## src/rtl/mmio_uart_tx_pkg.sv

```systemverilog
// Shared definitions for the memory-mapped UART transmitter.
// Contents:
//   - register offsets, decoded from word-address bits [3:2]
//   - STATUS bit positions
//   - FSM state encoding
//   - BAUDDIV byte-lane merge helper
package mmio_uart_tx_pkg;

  // Register offsets (word index within the block's window).
  localparam logic [1:0] OffTxdata  = 2'd0;
  localparam logic [1:0] OffStatus  = 2'd1;
  localparam logic [1:0] OffBauddiv = 2'd2;

  // STATUS bit positions.
  localparam int unsigned StatBusy   = 0;
  localparam int unsigned StatFull   = 1;
  localparam int unsigned StatEmpty  = 2;
  localparam int unsigned StatOvf    = 3;
  localparam int unsigned StatCntLsb = 8;

  typedef enum logic [1:0] {
    StIdle  = 2'd0,
    StStart = 2'd1,
    StData  = 2'd2,
    StStop  = 2'd3
  } tx_state_e;

  // Merges a byte-strobed write into the divisor.
  // A resulting divisor of zero is stored as one, so the bit timer always has a
  // non-zero period.
  function automatic logic [15:0] merge_div(input logic [15:0] cur,
                                            input logic [15:0] wdata,
                                            input logic [1:0]  stb);
    logic [15:0] merged;
    merged = cur;
    if (stb[0]) merged[7:0]  = wdata[7:0];
    if (stb[1]) merged[15:8] = wdata[15:8];
    return (merged == 16'd0) ? 16'd1 : merged;
  endfunction

endpackage

```

## src/rtl/mmio_uart_tx_sync_fifo.sv

```systemverilog
// Synchronous FIFO. It is reusable for the receive path.
//
// Ports:
//   clk_i, rst_i      clock; synchronous active-high reset
//   push_i, wdata_i   write request and data
//                     A push while full is accepted only when a pop happens in
//                     the same cycle.
//   pop_i             read request; ignored when empty
//   rdata_o           head-of-queue data (show-ahead)
//   full_o, empty_o   occupancy flags
//   count_o           number of stored entries
module sync_fifo #(
  parameter int unsigned WIDTH = 8,
  parameter int unsigned DEPTH = 16,
  localparam int unsigned Aw   = $clog2(DEPTH)
) (
  input  logic             clk_i,
  input  logic             rst_i,
  input  logic             push_i,
  input  logic [WIDTH-1:0] wdata_i,
  input  logic             pop_i,
  output logic [WIDTH-1:0] rdata_o,
  output logic             full_o,
  output logic             empty_o,
  output logic [Aw:0]      count_o
);

  logic [WIDTH-1:0] mem_q [DEPTH];
  logic [Aw-1:0]    wr_ptr_q, wr_ptr_d, rd_ptr_q, rd_ptr_d;
  logic [Aw:0]      count_q, count_d;
  logic             push_ok, pop_ok;

  assign full_o  = (count_q == (Aw+1)'(DEPTH));
  assign empty_o = (count_q == '0);
  assign count_o = count_q;
  assign rdata_o = mem_q[rd_ptr_q];

  // The pop is applied first, so a push into a full FIFO fits in the freed slot.
  assign pop_ok  = pop_i && !empty_o;
  assign push_ok = push_i && (!full_o || pop_ok);

  always_comb begin
    wr_ptr_d = wr_ptr_q;
    rd_ptr_d = rd_ptr_q;
    count_d  = count_q;
    if (push_ok) wr_ptr_d = wr_ptr_q + Aw'(1);
    if (pop_ok)  rd_ptr_d = rd_ptr_q + Aw'(1);
    unique case ({push_ok, pop_ok})
      2'b10:   count_d = count_q + (Aw+1)'(1);
      2'b01:   count_d = count_q - (Aw+1)'(1);
      default: count_d = count_q;
    endcase
  end

  always_ff @(posedge clk_i) begin
    if (rst_i) begin
      wr_ptr_q <= '0;
      rd_ptr_q <= '0;
      count_q  <= '0;
    end else begin
      wr_ptr_q <= wr_ptr_d;
      rd_ptr_q <= rd_ptr_d;
      count_q  <= count_d;
    end
  end

  // Storage needs no reset; the pointers define validity.
  always_ff @(posedge clk_i) begin
    if (push_ok) mem_q[wr_ptr_q] <= wdata_i;
  end

endmodule

```

## src/rtl/mmio_uart_tx.sv

```systemverilog
// Memory-mapped 8N1 UART transmitter (LSB first) with a transmit FIFO.
//
// Ports:
//   CLK, RST           clock; synchronous active-high reset
//   SEL                address-window decode hit; qualifies WE and RE
//   ADDR               word address [31:2]; only bits [3:2] are decoded
//   WDATA, WSTB, WE    lane-placed store data, byte strobes, store strobe
//   RE                 load strobe (reads have no side effects)
//   RDATA              combinational read data; 0 when SEL is low
//   TXD                registered serial output; idles high
//   TX_IDLE            registered; FIFO empty and FSM idle
module mmio_uart_tx
  import mmio_uart_tx_pkg::*;
#(
  parameter int unsigned FIFO_DEPTH  = 16,
  parameter logic [15:0] DEFAULT_DIV = 16'd434
) (
  input  logic        CLK,
  input  logic        RST,
  input  logic        SEL,
  input  logic [29:0] ADDR,
  input  logic [31:0] WDATA,
  input  logic [3:0]  WSTB,
  input  logic        WE,
  input  logic        RE,
  output logic [31:0] RDATA,
  output logic        TXD,
  output logic        TX_IDLE
);

  localparam int unsigned CntW = $clog2(FIFO_DEPTH) + 1;

  tx_state_e   state_q, state_d;
  logic [7:0]  shift_q, shift_d;
  logic [2:0]  bit_idx_q, bit_idx_d;
  logic [15:0] timer_q, timer_d;
  logic [15:0] frame_div_q, frame_div_d;
  logic [15:0] div_q, div_d;
  logic        ovf_q, ovf_d;
  logic        txd_q, txd_d;
  logic        tx_idle_q, tx_idle_d;

  logic [1:0]      off;
  logic            wr_hit, push_req, pop, load, timer_done;
  logic            fifo_full, fifo_empty;
  logic [7:0]      fifo_rdata;
  logic [CntW-1:0] fifo_count;
  logic            unused;

  assign unused = ^{ADDR[29:2], WDATA[31:16], WSTB[3:2], RE};

  assign off      = ADDR[1:0];
  assign wr_hit   = SEL && WE;
  assign push_req = wr_hit && (off == OffTxdata) && WSTB[0];

  sync_fifo #(
    .WIDTH(8),
    .DEPTH(FIFO_DEPTH)
  ) u_fifo (
    .clk_i  (CLK),
    .rst_i  (RST),
    .push_i (push_req),
    .wdata_i(WDATA[7:0]),
    .pop_i  (pop),
    .rdata_o(fifo_rdata),
    .full_o (fifo_full),
    .empty_o(fifo_empty),
    .count_o(fifo_count)
  );

  // Register file.
  always_comb begin
    ovf_d = ovf_q;
    div_d = div_q;
    if (push_req && fifo_full && !pop) ovf_d = 1'b1;
    if (wr_hit && (off == OffStatus) && WSTB[0] && WDATA[StatOvf]) ovf_d = 1'b0;
    if (wr_hit && (off == OffBauddiv)) div_d = merge_div(div_q, WDATA[15:0], WSTB[1:0]);
  end

  always_comb begin
    RDATA = '0;
    if (SEL) begin
      case (off)
        OffStatus:  RDATA = {16'd0, 8'(fifo_count), 4'd0, ovf_q, fifo_empty, fifo_full,
                             (state_q != StIdle)};
        OffBauddiv: RDATA = {16'd0, div_q};
        default:    RDATA = '0;
      endcase
    end
  end

  // Transmit FSM and bit timer.
  // The divisor is latched per frame, so BAUDDIV writes only affect later frames.
  assign timer_done = (timer_q == 16'd0);

  always_comb begin
    state_d     = state_q;
    shift_d     = shift_q;
    bit_idx_d   = bit_idx_q;
    timer_d     = timer_q;
    frame_div_d = frame_div_q;
    load        = 1'b0;
    pop         = 1'b0;

    unique case (state_q)
      StIdle: begin
        load = !fifo_empty;
      end
      StStart: begin
        if (timer_done) begin
          state_d   = StData;
          bit_idx_d = 3'd0;
          timer_d   = frame_div_q - 16'd1;
        end else begin
          timer_d = timer_q - 16'd1;
        end
      end
      StData: begin
        if (timer_done) begin
          shift_d   = shift_q >> 1;
          bit_idx_d = bit_idx_q + 3'd1;
          timer_d   = frame_div_q - 16'd1;
          if (bit_idx_q == 3'd7) state_d = StStop;
        end else begin
          timer_d = timer_q - 16'd1;
        end
      end
      StStop: begin
        if (timer_done) begin
          // Chain straight into the next frame when data is waiting.
          load    = !fifo_empty;
          state_d = StIdle;
        end else begin
          timer_d = timer_q - 16'd1;
        end
      end
      default: state_d = StIdle;
    endcase

    if (load) begin
      pop         = 1'b1;
      shift_d     = fifo_rdata;
      frame_div_d = div_q;
      timer_d     = div_q - 16'd1;
      state_d     = StStart;
    end
  end

  // The pin follows the current state one cycle later, which keeps it glitch-free.
  always_comb begin
    unique case (state_q)
      StStart: txd_d = 1'b0;
      StData:  txd_d = shift_q[0];
      default: txd_d = 1'b1;
    endcase
    tx_idle_d = fifo_empty && (state_q == StIdle);
  end

  always_ff @(posedge CLK) begin
    if (RST) begin
      state_q     <= StIdle;
      shift_q     <= '0;
      bit_idx_q   <= '0;
      timer_q     <= '0;
      frame_div_q <= DEFAULT_DIV;
      div_q       <= DEFAULT_DIV;
      ovf_q       <= 1'b0;
      txd_q       <= 1'b1;
      tx_idle_q   <= 1'b1;
    end else begin
      state_q     <= state_d;
      shift_q     <= shift_d;
      bit_idx_q   <= bit_idx_d;
      timer_q     <= timer_d;
      frame_div_q <= frame_div_d;
      div_q       <= div_d;
      ovf_q       <= ovf_d;
      txd_q       <= txd_d;
      tx_idle_q   <= tx_idle_d;
    end
  end

  assign TXD     = txd_q;
  assign TX_IDLE = tx_idle_q;

endmodule

```

## config.mk

```make
export PLATFORM = sky130hd
export DESIGN_NAME = mmio_uart_tx
export DESIGN_NICKNAME = d
export VERILOG_FILES = /design/src/rtl/mmio_uart_tx_pkg.sv /design/src/rtl/mmio_uart_tx_sync_fifo.sv /design/src/rtl/mmio_uart_tx.sv
export SDC_FILE = /design/constraint.sdc
export NUM_CORES = 1
export LEC_CHECK = 0
export CAP_MARGIN = 20
export CELL_PAD_IN_SITES_DETAIL_PLACEMENT = 0
export CELL_PAD_IN_SITES_GLOBAL_PLACEMENT = 2
export CORE_ASPECT_RATIO = 0.9
export CORE_UTILIZATION = 38
export DETAILED_ROUTE_END_ITERATION = 8
export PLACE_DENSITY_LB_ADDON = 0.1
export SLEW_MARGIN = 20
export SYNTH_ARGS = -nofsm -noshare
export SYNTH_HDL_FRONTEND = slang
export SYNTH_SLANG_ARGS = --single-unit
export TNS_END_PERCENT = 5
```

## constraint.sdc

```tcl
create_clock -name CLK -period 3.65 [get_ports CLK]
set_input_delay 0.365 -clock CLK [delete_from_list [all_inputs] [get_ports CLK]]
set_output_delay 0.365 -clock CLK [all_outputs]
set_load 0.02 [all_outputs]
```

==> metrics.cfg <==
[status]
status=finished, final reports clean

[cells_and_area]
antenna_cells=0
final_util_pct=44.8
final_cells=1235
stdcell_area_mm2=0.0114
drive_above_1_share_pct=12.0
multi_input_comb_area_mm2=0.00406
n_fill_cell=2349
seq_area_mm2=0.00547
layout-area-overhead-vs-synth_pct=15.1
nets=972

[floorplanning]
core-area_mm2=0.0253
fp.dieW_um=172
die_y_um=155
initial_core_util_pct=38.9
die_area_mm2=0.0266
io_pins=105
rows=55

[setup_path]
critical_path_depth=8
worstRegToRegCells=8
critPathCaptureType=flop
crit_top_cell=and2b_1
r2r_start=state_q[1]
critical_path.cell_chain=ha_1 > nor4b_1 > nand4_1 > a221oi_1 > buf_4 > and2b_1 > and2b_1 > and2_1
crit_path_max_incr_delay_ns=0.45
crit_type=reg2reg
startpoint_type=flop
regToRegSetupSlack_ns=0.39
cpMaxStageDelayCell=and2_1
cp_num_buf_inv=1
crit_arrival_ns=3.41
r2r-end=u_fifo.mem_q[0][2]
crit_fanout=11
cp_top_family=simple AND/OR/NAND/NOR gates
crit_required_ns=3.80

[grt]
grt_first_pass_wirelength_um=39000
grt_max_degree=52
antenna_found_initial=0
grt_overflow_total=0
grt_pass1_vias=6599
grt_usage_pct=19.6

[routing]
drc=0
wl_um=25300
post_drt_wl_per_cell_um=20.5
avgViaCountPerCell=5.43
drtIter0Drc=555
first_pass_iters=5
antenna_left=0
vias=6707

[placed_design]
place.port_buffers=41
place_area_mm2=0.0106
gp_congestion=0.846
post-place-cells=1192
dp_hpwl_um=17400

[yosys]
yosys.area_share.simple_pct=15.5
yosysMostFrequentCell=edfxtp_1
yosys_warnings=0
synthDistinctLibCells=65
postSynthCellCount=838
synth_top_family_by_area=simple AND/OR/NAND/NOR gates
syn_avg_cell_area_um2=11.8
synth-xor-area-share_pct=3.46
ys_top_cells_by_count=128 x edfxtp_1, 109 x nand2_1, 81 x dfxtp_1
synthAdderAreaFrac_pct=3.25
synth_compound_area_share_pct=8.63
synth_seq_cells=209
yosys.area.top_type=edfxtp_1
async_flop_share_pct=0
synth.area.top_cells=edfxtp_1 39%, dfxtp_1 16%, mux4_2 9.1%
synth_mux_area_share_pct=9.64
syn-cell-area_mm2=0.00986
synth_edf_count=128
synth_top_area_share_pct=39.0
ys_seq_area_share_pct=55.4
synthFlopType=edfxtp_1

[cts]
cts_buffer_depth=3
cts_hold_buf=0
cts_buffers=24
cts_root_buf=clkbuf_16
htree_levels=1
cts_resized=0
worstSkewPairLatency_ns=0.53
clock-sinks=209
post_cts_buffers=0
cts_tree=yes
clk_pin_slew_ns=0.06

[sta]
rsz0062_at_grt=false
drv_slew=0
tightest_slew_ns=1.07
period_minus_slack_ns=3.26
whs_ns=0.423
hold_violations=0
finalCritPeriodShare_pct=89.4
fin_setup_tns_ns=0
slew_headroom_pct=28.5
max_freq_ghz=0.306
fin_skew_ns=0.0207
setup_viol=0

[pwr]
combPwrFrac_pct=30.4
power.switching_mw=2.55
switching_share_pct=34.0
vdd_drop_max_mv=0.359
p_clk_share_pct=31.6
p_seq_share_pct=38.0
p_leak_nw=3.92
power_density_mw_per_mm2=660
p_int_mw=4.94

[worst_hold_path]
hold_path_depth=3
whs_endpoint=div_q[11]
holdCritStartpoint=WDATA[11]
hold_path.class=in2reg

[run]
drv_cap=0

-- metrics by stage --
step	power (mW)	setup WS [ns]
6_report	7.49	0.387
5_1_grt	7.86	0.145
4_1_cts	7.52	0.397
3_5_place_dp	5.15	0.446
3_3_place_gp	5.12	0.530
2_1_floorplan	4.48	0.503
-- worst reg2reg max path: cells and delay by family, from the launching register on --
family,cells,cell delay (ns)
AO/OA/AOI/OAI,1,0.44
adder cells (fa/ha/maj),1,0.21
buffers and inverters,1,0.24
flip-flops,1,0.43
AND/OR/NAND/NOR,5,1.58
-- sequential cells by signal, summed over array words and instances (netlist names), named ones only --
register         count
TXD                  1
TX_IDLE              1
bit_idx_q            3
div_q               16
frame_div_q         16
ovf_q                1
shift_q              8
state_q              2
timer_q             16
u_fifo.count_o       5
u_fifo.mem_q       128
u_fifo.rd_ptr_q      4
u_fifo.wr_ptr_q      4
-- worst max-delay path by stage --
| stage | startpoint | to |
|---|---|---|
| after floorplan | state_q[0] | u_fifo.count_o[4] |
| after global placement | state_q[1] | u_fifo.mem_q[0][0] |
| after detailed placement | state_q[1] | u_fifo.mem_q[3][0] |
| after CTS | state_q[1] | u_fifo.mem_q[3][4] |
| after global routing | state_q[1] | u_fifo.mem_q[3][0] |
| final | state_q[1] | u_fifo.mem_q[0][2] |
-- final cells by class --
type                    count  share of cell area, %
repair buffers             61                   4.89
clock buffers              29                   5.64
flip-flops and latches    209                   48.1
inverters                  20                  0.661
clock inverters            14                   1.11
well taps                 342                   3.77
multi-input cells         560                   35.8
-- per-layer routing --
layer | wire, µm | vias up | GRT usage (%)
li1 | - | 3168 | -
met1 | 12500 | 3311 | 29.8
met2 | 10800 | 198 | 28.5
met3 | 1600 | 30 | 4.27
met4 | 410 | 0 | 3.71
met5 | 0 | - | 0
-- cells in the final DEF (no fill, tap or decap), drive strengths merged, types with 21 or more instances in the layout --
| master | count |
|---|---|
| edfxtp | 128 |
| nand2 | 109 |
| dfxtp | 81 |
| nor2 | 65 |
| a21oi | 42 |
| mux4 | 40 |
| clkdlybuf4s50 | 40 |
| clkbuf | 29 |
| ha | 24 |
| xor2 | 22 |
| nor3 | 22 |
| inv | 21 |
| buf | 21 |
-- power groups by stage --
stage | Clock (mW) | Combinational (mW) | Sequential, mW
floorplan | 0 | 1.65 | 2.83
global placement | 0 | 2.23 | 2.89
detailed placement | 0 | 2.26 | 2.90
CTS | 2.41 | 2.27 | 2.85
global route | 2.50 | 2.48 | 2.88
finish | 2.36 | 2.28 | 2.85
-- kinds of logic (layout without fill, tap and decap cells) --
group	Yosys count	count (layout)
compound gates	128	128
xor+xnor	39	39
fa+ha+maj	25	25
flops	209	209
other cells	1	16
simple gates	307	307
mux	45	45
buf+inv	84	124
Note: power is estimated with default switching activity, not from simulation.
